$ cat config.mk
export PLATFORM = sky130hd
export DESIGN_NAME = spi_master_ctrl
export DESIGN_NICKNAME = d
export VERILOG_FILES = /design/src/rtl/spi_pkg.sv /design/src/rtl/spi_clk_gen.sv /design/src/rtl/spi_master_ctrl.sv
export SDC_FILE = /design/constraint.sdc
export NUM_CORES = 1
export LEC_CHECK = 0
export BUFFER_PORTS_ARGS = -buffer_cell sky130_fd_sc_hd__buf_2
export CAP_MARGIN = 25
export CELL_PAD_IN_SITES_DETAIL_PLACEMENT = 1
export CELL_PAD_IN_SITES_GLOBAL_PLACEMENT = 1
export CORE_ASPECT_RATIO = 0.7
export CORE_UTILIZATION = 49
export DETAILED_ROUTE_END_ITERATION = 12
export GPL_ROUTABILITY_DRIVEN = 0
export PLACE_DENSITY = 0.89
export SLEW_MARGIN = 20
export SYNTH_ARGS = -nofsm -noshare
export SYNTH_HDL_FRONTEND = slang
export SYNTH_SLANG_ARGS = --single-unit
$ cat constraint.sdc
create_clock -name clk -period 4.1 [get_ports clk]
set_clock_uncertainty 0.1 [all_clocks]
set_input_delay 0.205 -clock clk [delete_from_list [all_inputs] [get_ports clk]]
set_output_delay 0.205 -clock clk [all_outputs]
set_load 0.02 [all_outputs]
$ cat src/rtl/spi_pkg.sv
// rtl/spi_pkg.sv - shared types and constants for the SPI master
// Purpose: FSM state type, SPI mode encodings, default parameter values and
// the chip-select index width helper used by spi_master_ctrl.
package spi_pkg;

   typedef enum logic [2:0] {
      IDLE,
      SETUP,
      XFER,
      HOLD,
      DONE
   } state_e;

   // Mode encoding is {cpol, cpha}
   localparam logic [1:0] SPI_MODE0 = 2'b00;
   localparam logic [1:0] SPI_MODE1 = 2'b01;
   localparam logic [1:0] SPI_MODE2 = 2'b10;
   localparam logic [1:0] SPI_MODE3 = 2'b11;

   localparam int DEF_DATA_W = 8;
   localparam int DEF_DIV_W  = 8;
   localparam int DEF_NUM_CS = 4;

   // A single slave still needs a one-bit select port
   function automatic int cs_width(input int n);
      return (n > 1) ? $clog2(n) : 1;
   endfunction

endpackage

$ cat src/rtl/spi_clk_gen.sv
// rtl/spi_clk_gen.sv - SCLK divider with leading/trailing edge strobes
// Purpose: divides clk by 2*(div+1) while en is high and reports which SCLK
// edge the next clk edge produces.
// Ports:
//   clk, nrst   system clock, asynchronous active-low reset
//   en          divider running (XFER only)
//   idle_lvl    SCLK idle level (cpol); sclk is parked here while disabled
//   div         half-period minus one, in clk cycles
//   sclk        registered SPI clock
//   lead_edge   this clk edge moves sclk away from idle_lvl
//   trail_edge  this clk edge moves sclk back to idle_lvl
module spi_clk_gen #(
   parameter int DIV_W = 8
) (
   input  logic             clk,
   input  logic             nrst,
   input  logic             en,
   input  logic             idle_lvl,
   input  logic [DIV_W-1:0] div,
   output logic             sclk,
   output logic             lead_edge,
   output logic             trail_edge
);

   logic [DIV_W-1:0] cnt_q, cnt_d;
   logic             sclk_q, sclk_d;
   logic             tick;

   // The strobes are combinational so the top samples/shifts on the very
   // clk edge that registers the new sclk level.
   assign tick       = en && (cnt_q == '0);
   assign lead_edge  = tick && (sclk_q == idle_lvl);
   assign trail_edge = tick && (sclk_q != idle_lvl);
   assign sclk       = sclk_q;

   always_comb begin
      cnt_d  = cnt_q;
      sclk_d = sclk_q;
      if (!en) begin
         cnt_d  = div;
         sclk_d = idle_lvl;
      end else if (tick) begin
         cnt_d  = div;
         sclk_d = ~sclk_q;
      end else begin
         cnt_d  = cnt_q - DIV_W'(1);
      end
   end

   always_ff @(posedge clk or negedge nrst) begin
      if (!nrst) begin
         cnt_q  <= '0;
         sclk_q <= 1'b0;
      end else begin
         cnt_q  <= cnt_d;
         sclk_q <= sclk_d;
      end
   end

endmodule

$ cat src/rtl/spi_master_ctrl.sv
// rtl/spi_master_ctrl.sv - parametrised full-duplex single-word SPI master
// Purpose: FSM, shift registers, bit counter and chip-select decode around
// spi_clk_gen. All outputs are registered.
// Ports:
//   clk, nrst        system clock, asynchronous active-low reset
//   start            one-cycle request, honoured only in IDLE
//   tx_data, cpol, cpha, lsb_first, clk_div, cs_sel   latched on start
//   busy, done       handshake; done pulses with rx_data valid
//   rx_data          last received word
//   sclk, mosi, miso, cs_n   SPI pins
module spi_master_ctrl
   import spi_pkg::*;
#(
   parameter int DATA_W = DEF_DATA_W,
   parameter int DIV_W  = DEF_DIV_W,
   parameter int NUM_CS = DEF_NUM_CS,
   parameter int CS_W   = cs_width(NUM_CS)
) (
   input  logic              clk,
   input  logic              nrst,
   input  logic              start,
   input  logic [DATA_W-1:0] tx_data,
   input  logic              cpol,
   input  logic              cpha,
   input  logic              lsb_first,
   input  logic [DIV_W-1:0]  clk_div,
   input  logic [CS_W-1:0]   cs_sel,
   output logic              busy,
   output logic              done,
   output logic [DATA_W-1:0] rx_data,
   output logic              sclk,
   output logic              mosi,
   input  logic              miso,
   output logic [NUM_CS-1:0] cs_n
);

   localparam int BCW = $clog2(DATA_W) + 1;

   state_e            state_q, state_d;
   logic              cpol_q, cpol_d, cpha_q, cpha_d, lsb_q, lsb_d;
   logic [DIV_W-1:0]  div_q, div_d, cyc_q, cyc_d;
   logic [CS_W-1:0]   cs_q, cs_d;
   logic [DATA_W-1:0] tx_sr_q, tx_sr_d, rx_sr_q, rx_sr_d, rx_data_q, rx_data_d;
   logic [BCW-1:0]    bit_cnt_q, bit_cnt_d;
   logic              busy_q, busy_d, done_q, done_d, mosi_q, mosi_d;
   logic [NUM_CS-1:0] cs_n_q, cs_n_d;
   logic              lead_edge, trail_edge, sample, drive, last_edge;

   // In IDLE sclk follows the live cpol input so the bus idles correctly
   // before the first transfer; afterwards the latched copy rules.
   spi_clk_gen #(.DIV_W(DIV_W)) u_clk_gen (
      .clk        (clk),
      .nrst       (nrst),
      .en         (state_q == XFER),
      .idle_lvl   ((state_q == IDLE) ? cpol : cpol_q),
      .div        (div_q),
      .sclk       (sclk),
      .lead_edge  (lead_edge),
      .trail_edge (trail_edge)
   );

   assign sample = cpha_q ? trail_edge : lead_edge;
   // bit_cnt counts received bits; with cpha=0 the final trailing edge comes
   // after all bits are in and must not shift out a stale bit.
   assign drive     = cpha_q ? lead_edge : (trail_edge && (bit_cnt_q != BCW'(DATA_W)));
   assign last_edge = trail_edge &&
                      (bit_cnt_q == (cpha_q ? BCW'(DATA_W - 1) : BCW'(DATA_W)));

   always_comb begin
      state_d   = state_q;
      cpol_d    = cpol_q;
      cpha_d    = cpha_q;
      lsb_d     = lsb_q;
      div_d     = div_q;
      cs_d      = cs_q;
      cyc_d     = cyc_q;
      tx_sr_d   = tx_sr_q;
      rx_sr_d   = rx_sr_q;
      rx_data_d = rx_data_q;
      bit_cnt_d = bit_cnt_q;
      mosi_d    = mosi_q;
      done_d    = 1'b0;
      case (state_q)
         IDLE: if (start) begin
            cpol_d    = cpol;
            cpha_d    = cpha;
            lsb_d     = lsb_first;
            div_d     = clk_div;
            cs_d      = cs_sel;
            cyc_d     = clk_div;
            bit_cnt_d = '0;
            tx_sr_d   = tx_data;
            state_d   = SETUP;
            // cpha=0 needs the first bit on the wire before the first edge
            if (!cpha) begin
               mosi_d  = lsb_first ? tx_data[0] : tx_data[DATA_W-1];
               tx_sr_d = lsb_first ? (tx_data >> 1) : (tx_data << 1);
            end
         end
         SETUP: begin
            if (cyc_q == '0) state_d = XFER;
            else             cyc_d   = cyc_q - DIV_W'(1);
         end
         XFER: begin
            if (sample) begin
               rx_sr_d   = lsb_q ? {miso, rx_sr_q[DATA_W-1:1]} : {rx_sr_q[DATA_W-2:0], miso};
               bit_cnt_d = bit_cnt_q + BCW'(1);
            end
            if (drive) begin
               mosi_d  = lsb_q ? tx_sr_q[0] : tx_sr_q[DATA_W-1];
               tx_sr_d = lsb_q ? (tx_sr_q >> 1) : (tx_sr_q << 1);
            end
            if (last_edge) begin
               cyc_d   = div_q;
               state_d = HOLD;
            end
         end
         HOLD: begin
            if (cyc_q == '0) begin
               state_d   = DONE;
               done_d    = 1'b1;
               rx_data_d = rx_sr_q;
            end else begin
               cyc_d = cyc_q - DIV_W'(1);
            end
         end
         DONE:    state_d = IDLE;
         default: state_d = IDLE;
      endcase

      busy_d = (state_d == SETUP) || (state_d == XFER) || (state_d == HOLD);
      // Out-of-range selects match no index, so no slave is addressed
      cs_n_d = '1;
      for (int i = 0; i < NUM_CS; i++) begin
         if (busy_d && (int'(cs_d) == i)) cs_n_d[i] = 1'b0;
      end
   end

   always_ff @(posedge clk or negedge nrst) begin
      if (!nrst) begin
         state_q   <= IDLE;
         cpol_q    <= 1'b0;
         cpha_q    <= 1'b0;
         lsb_q     <= 1'b0;
         div_q     <= '0;
         cs_q      <= '0;
         cyc_q     <= '0;
         tx_sr_q   <= '0;
         rx_sr_q   <= '0;
         rx_data_q <= '0;
         bit_cnt_q <= '0;
         busy_q    <= 1'b0;
         done_q    <= 1'b0;
         mosi_q    <= 1'b0;
         cs_n_q    <= '1;
      end else begin
         state_q   <= state_d;
         cpol_q    <= cpol_d;
         cpha_q    <= cpha_d;
         lsb_q     <= lsb_d;
         div_q     <= div_d;
         cs_q      <= cs_d;
         cyc_q     <= cyc_d;
         tx_sr_q   <= tx_sr_d;
         rx_sr_q   <= rx_sr_d;
         rx_data_q <= rx_data_d;
         bit_cnt_q <= bit_cnt_d;
         busy_q    <= busy_d;
         done_q    <= done_d;
         mosi_q    <= mosi_d;
         cs_n_q    <= cs_n_d;
      end
   end

   assign busy    = busy_q;
   assign done    = done_q;
   assign rx_data = rx_data_q;
   assign mosi    = mosi_q;
   assign cs_n    = cs_n_q;

endmodule

# After elaboration in Yosys (flattened, before gate mapping)
# Index checks and enable logic that the tools add are counted.
# totals
register_bits	68
# classes
addsub	3
n_eq_ne	20
n_mux	41
n_bitwise	1
n_reduce_logical	25
# op_table
op	n
two-way mux 8 bit	11
one-hot mux 8 bit (3 select lines)	1
zero test 8 bit	2
two-way mux 1 bit	16
one-hot mux 8 bit (2 select lines)	1
subtractor 8 x 1 -> 8 bit (second input constant)	2
!= test 2 bit (second input constant)	7
== test 3 x 2 -> 1 bit (second input constant)	4
two-way mux 3 bit	4
two-way mux 4 bit	3
one-hot mux 3 bit (4 select lines)	1
logical AND 1 bit	9
one-hot mux 4 bit (2 select lines)	1
AND reduction 4 bit	2
== test 3 x 1 -> 1 bit (second input constant)	2
AND reduction 2 bit	3
AND reduction 3 bit	2
adder 4 x 1 -> 4 bit (second input constant)	1
== test 2 bit (second input constant)	2
== test 4 bit	1
two-way mux 2 bit	2
!= test 4 bit (second input constant)	1
zero test 3 bit	1
nonzero test 3 bit	1
other kinds (9)	10

# Logic depth before layout (Yosys ltp)
# logic_depth
ltp_word	12
ltp_mapped	10
ltp_nobuf	7

# Cells and area by module
# Synthesis repeated with hierarchy kept, for this count alone.
# unflattened
hier_cells	372
area_unflattened_um2	3676.0
# by_module_without_submodules
mod	instances	cells_per_inst	area_each_um2	seq_area_each_um2
spi_master_ctrl	1	317	3158.0	1481.4
spi_clk_gen	1	55	518.0	225.2

# Worst setup path before layout
# No wires, ideal clock.
# synth_path
path_type	register -> register
from	register u_clk_gen.sclk_q (netlist: u_clk_gen.sclk)
to	register tx_sr_q[0]
arrival_ns	1.892
slack_ns	1.983
stages_incl_launch_ff	6
synth_period_minus_slack_ns	2.117
cell_sequence	dfrtp_1 -> or2b_1 -> a21o_4 -> a31o_1 -> a21oi_4 -> mux2_4
# synth_between
elab_chain_len	6
elab_cells_between_ends	8
# synth_lines
element	line	text
from (decl)	spi_clk_gen.sv:26	logic sclk_q, sclk_d;
from (signal assigned)	spi_clk_gen.sv:56	sclk_q <= sclk_d;
!= test 1 bit	spi_clk_gen.sv:33	assign trail_edge = tick && (sclk_q != idle_lvl);
logical AND 1 bit	spi_clk_gen.sv:33	
logical AND 1 bit	spi_master_ctrl.sv:65	assign drive = cpha_q ? lead_edge : (trail_edge && (bit_cnt_q != BCW'(DATA_W)));
two-way mux 1 bit *	spi_master_ctrl.sv:65	
!= test 2 bit (no line) *	n/a	
AND reduction 3 bit (no line) *	n/a	
to (signal assigned)	spi_master_ctrl.sv:164	tx_sr_q <= tx_sr_d;
to (decl)	spi_master_ctrl.sv:43	logic [DATA_W-1:0] tx_sr_q, tx_sr_d, rx_sr_q, rx_sr_d, rx_data_q, rx_data_d;
# Every way passes the cells marked *; elsewhere a longest branch is shown, timed or not.
# A chain may end at the register's enable or synchronous reset.

# Final worst setup path
# layout_path
from	register state_q[2]
to	register cyc_q[0]
# layout_between
elab_chain_len	7
elab_cells_between_ends	16
# layout_lines
element	line	text
from (decl)	spi_master_ctrl.sv:39	state_e state_q, state_d;
from (signal assigned)	spi_master_ctrl.sv:157	state_q <= state_d;
zero test 3 bit	spi_master_ctrl.sv:55, spi_master_ctrl.sv:83	
two-way mux 1 bit	spi_master_ctrl.sv:55	.idle_lvl ((state_q == IDLE) ? cpol : cpol_q),
!= test 1 bit	spi_clk_gen.sv:33	
logical AND 1 bit	spi_clk_gen.sv:33	
logical AND 1 bit	spi_master_ctrl.sv:66	assign last_edge = trail_edge &&
!= test 2 bit (no line)	n/a	
AND reduction 4 bit (no line)	n/a	
to (signal assigned)	spi_master_ctrl.sv:163	cyc_q <= cyc_d;
to (decl)	spi_master_ctrl.sv:41	logic [DIV_W-1:0] div_q, div_d, cyc_q, cyc_d;
# Several ways; a longest one is shown, not always the timed one.

==> impl_metrics.yaml <==
grt:
  grtUsageTotal_pct: 26.10
  antenna_found_initial: 0
  grt_pass1_wl_um: 15410
  grt_max_degree: 43
  grt-ovfl-total: 0
  grt_pass1_vias: 3106
drt:
  firstDrtPassIters: 4
  routed-via-count: 2923
  wl_per_cell_um: 17.99
  routed_wl_um: 9447
  drt_iter0_markers: 76
  via_per_inst: 5.568
  final_antenna_net_count: 0
  drcViolationCount: 0
sta:
  setup-tns-final_ps: 0
  hold_violations: 0
  slew-limit-headroom_pct: 32.33
  drv_slew: 0
  tightest_slew_ps: 1015
  rsz0062_at_grt: "no"
  finalCritPeriodShare_pct: 78.55
  clock.fmax_mhz: 310.5
  period_needed_ps: 3220
  setup_viol: 0
cells_and_area:
  fin_nets: 452
  final_cell_mix: "nand2_1 (72), dfrtp_1 (64), buf_2 (40)"
  area_delta_synth_final_pct: 13.79
  layout_commonest_cell: "nand2_1"
  layout-drive-gt1-share_pct: 22.01
  n_antenna_cell: 0
worst_setup_path:
  critical_path_peak_fanout: 27
  crit_required_ps: 4230
  crit_chain: "nor2_4 > and2_1 > nor2_2 > or3_1 > nor2_1 > a21oi_2"
  crit_type: "register to register"
  critPathSlowestCell: "and2_1"
  critPathMaxStageDelay_ps: 830
  crit_arrival_ps: 3350
  cp-start-kind: "register"
  end_kind: "register"
  r2r_cells: 6
synth:
  synth-seq-area-share_pct: 46.22
  synthSimpleGateAreaFrac_pct: 19.04
  synth_top_family_by_area: "simple AND/OR/NAND/NOR gates"
  synthesis.instances: 381
  synthMuxAreaShare_pct: 10.91
  ys.flop_type: "dfrtp_1"
  synth_fp_nets: 411
  synth-adder-area-share_pct: 1.694
  synth_cell_types: 54
  syn_area_per_cell_um2: 9.691
  synth_top_area_share_pct: 43.38
  yosys.area.top_type: "dfrtp_1"
  synth_edf_count: 0
  synth.area.top_cells: "dfrtp_1 (43%), nand2_1 (7.3%), mux2i_1 (7.0%)"
  synth-compound-area-share_pct: 13.79
  netlist_area_mm2: 0.003692
  synthXorXnorAreaFrac_pct: 3.931
  synth_seq_cells: 68
  yosys_warnings: 0
  synthArstFlopShare_pct: 100.0
die:
  row_count: 26
  io-pin-count: 41
  start_util_pct: 50.67
  core_area_mm2: 0.007287
  die_w_um: 105.8
  die_area_mm2: 0.007892
  chipHeight_um: 74.63
clock_network:
  clockRootBuffer: "clkbuf_8"
  postCtsSetupRepairBufs: 0
  cts_resized: 0
  postCtsHoldBufs: 8
  worst_skew_pair.late_latency_ps: 370
  cts_tree: "yes"
  clockBufferDepth: 2
  numCtsBuffers: 9
  clk_pin_slew_ps: 80
  clock_sinks: 68
  h-tree-depth: 3
pwr:
  p_leak_nw: 2.039
  power.total_mw: 1.270
  ir_worst_vdd_uv: 172.4
  pwr_density_cell_mw_per_mm2: 302.2
status:
  status: "finished clean"
flow_run:
  drv_cap: 0
place:
  port-buffer-count: 40
  dp.final_hpwl_um: 6654
worst_hold_path:
  holdPathStages: 3
  hold_class: "primary input to register"
[synthesized netlist by cell type, types with 2 or more instances]
cell type / count
a211oi_1: 6
a21oi_1: 24
a21oi_2: 5
a221oi_1: 5
a22o_1: 2
a22oi_1: 2
and2_1: 2
and3_1: 3
buf_2: 4
buf_4: 2
buf_6: 3
clkbuf_1: 11
dfrtp_1: 64
dfstp_2: 4
ha_1: 5
inv_1: 13
mux2_2: 2
mux2_4: 8
mux2i_1: 26
nand2_1: 72
nand2b_1: 5
nand3_1: 5
nand3_2: 2
nand3b_1: 2
nor2_1: 33
nor2_2: 4
nor2b_1: 3
nor3_1: 7
nor4_1: 3
o21ai_0: 4
o21ai_1: 11
o21ai_2: 2
o41ai_1: 2
or3_1: 3
xnor2_1: 8
xor2_1: 6
[layer usage]
layer	up-vias	track usage, %	part of all wire [%]
met5	-	0	0
met4	0	8.642	1.6
met3	13	7.706	3.0
met2	43	46.04	51
met1	1481	31.37	44
li1	1386	-	-
[worst max-delay path: cells and delay by family, from the launching register on]
| kind | cells | cell delay [ps] |
|---|---|---|
| AND/OR/NAND/NOR | 5 | 2410 |
| flip-flops | 1 | 520 |
| AO/OA/AOI/OAI | 1 | 50 |
[flip-flops by register name (all words and copies together), names as in the netlist, 2 cells and up]
name             flops
cyc_q                8
state_q              3
rx_data              8
u_clk_gen.cnt_q      8
bit_cnt_q            4
tx_sr_q              8
cs_q                 2
cs_n                 4
rx_sr_q              8
div_q                8
[worst paths after layout]
kind / from / end / slack, ps
setup / recovery: state_q[2] / cyc_q[0] / 880
hold / removal: cs_sel[1] / cs_n[1] / 20
setup reg to reg: state_q[2] / cyc_q[0] / 880
hold reg to reg: rx_data[6] / rx_data[6] / 370
max in group asynchronous: nrst / cs_n[3] / 2980
min in group asynchronous: nrst / rx_data[7] / 190
[area by class of cell]
class | count | area [µm²]
inverter | 13 | 48.80
fill | 836 | 3085
clock inverter | 6 | 47.55
sequential | 68 | 1707
multi-input combinational | 279 | 1823
clock buffer | 10 | 137.6
timing repair buffer | 51 | 315.3
tap | 98 | 122.6
[cell families (layout without fill, tap and decap cells)]
kind of cell             Yosys count  count (layout)
AND/OR/NAND/NOR                  151             151
AO/OA/AOI/OAI                     72              72
flip-flops                        68              68
multiplexers                      36              36
buffers and inverters             34              80
XOR/XNOR                          15              15
adder cells (fa/ha/maj)            5               5
[power breakdown]
group | leakage [nW] | switching [mW] | internal, mW | total, mW
clock network | 0.0933 | 0.292 | 0.241 | 0.534
logic | 1.11 | 0.0386 | 0.0263 | 0.0649
registers | 0.841 | 0.000575 | 0.671 | 0.671
total | 2.04 | 0.332 | 0.938 | 1.27
[stage by stage]
step	setup WS, ps	hold slack (ps)	cells	util (%)	area (µm²)
5_1_grt	648.0	27.63	525	57.66	4202
3_5_place_dp	964.5	306.1	499	53.64	3909
3_3_place_gp	1088	299.0	499	53.64	3909
6_report	879.6	23.60	525	57.66	4202
4_1_cts	943.1	16.46	523	57.28	4174
2_1_floorplan	1983	-190.6	381	-	3692
Power figures use the tool's default switching activity.
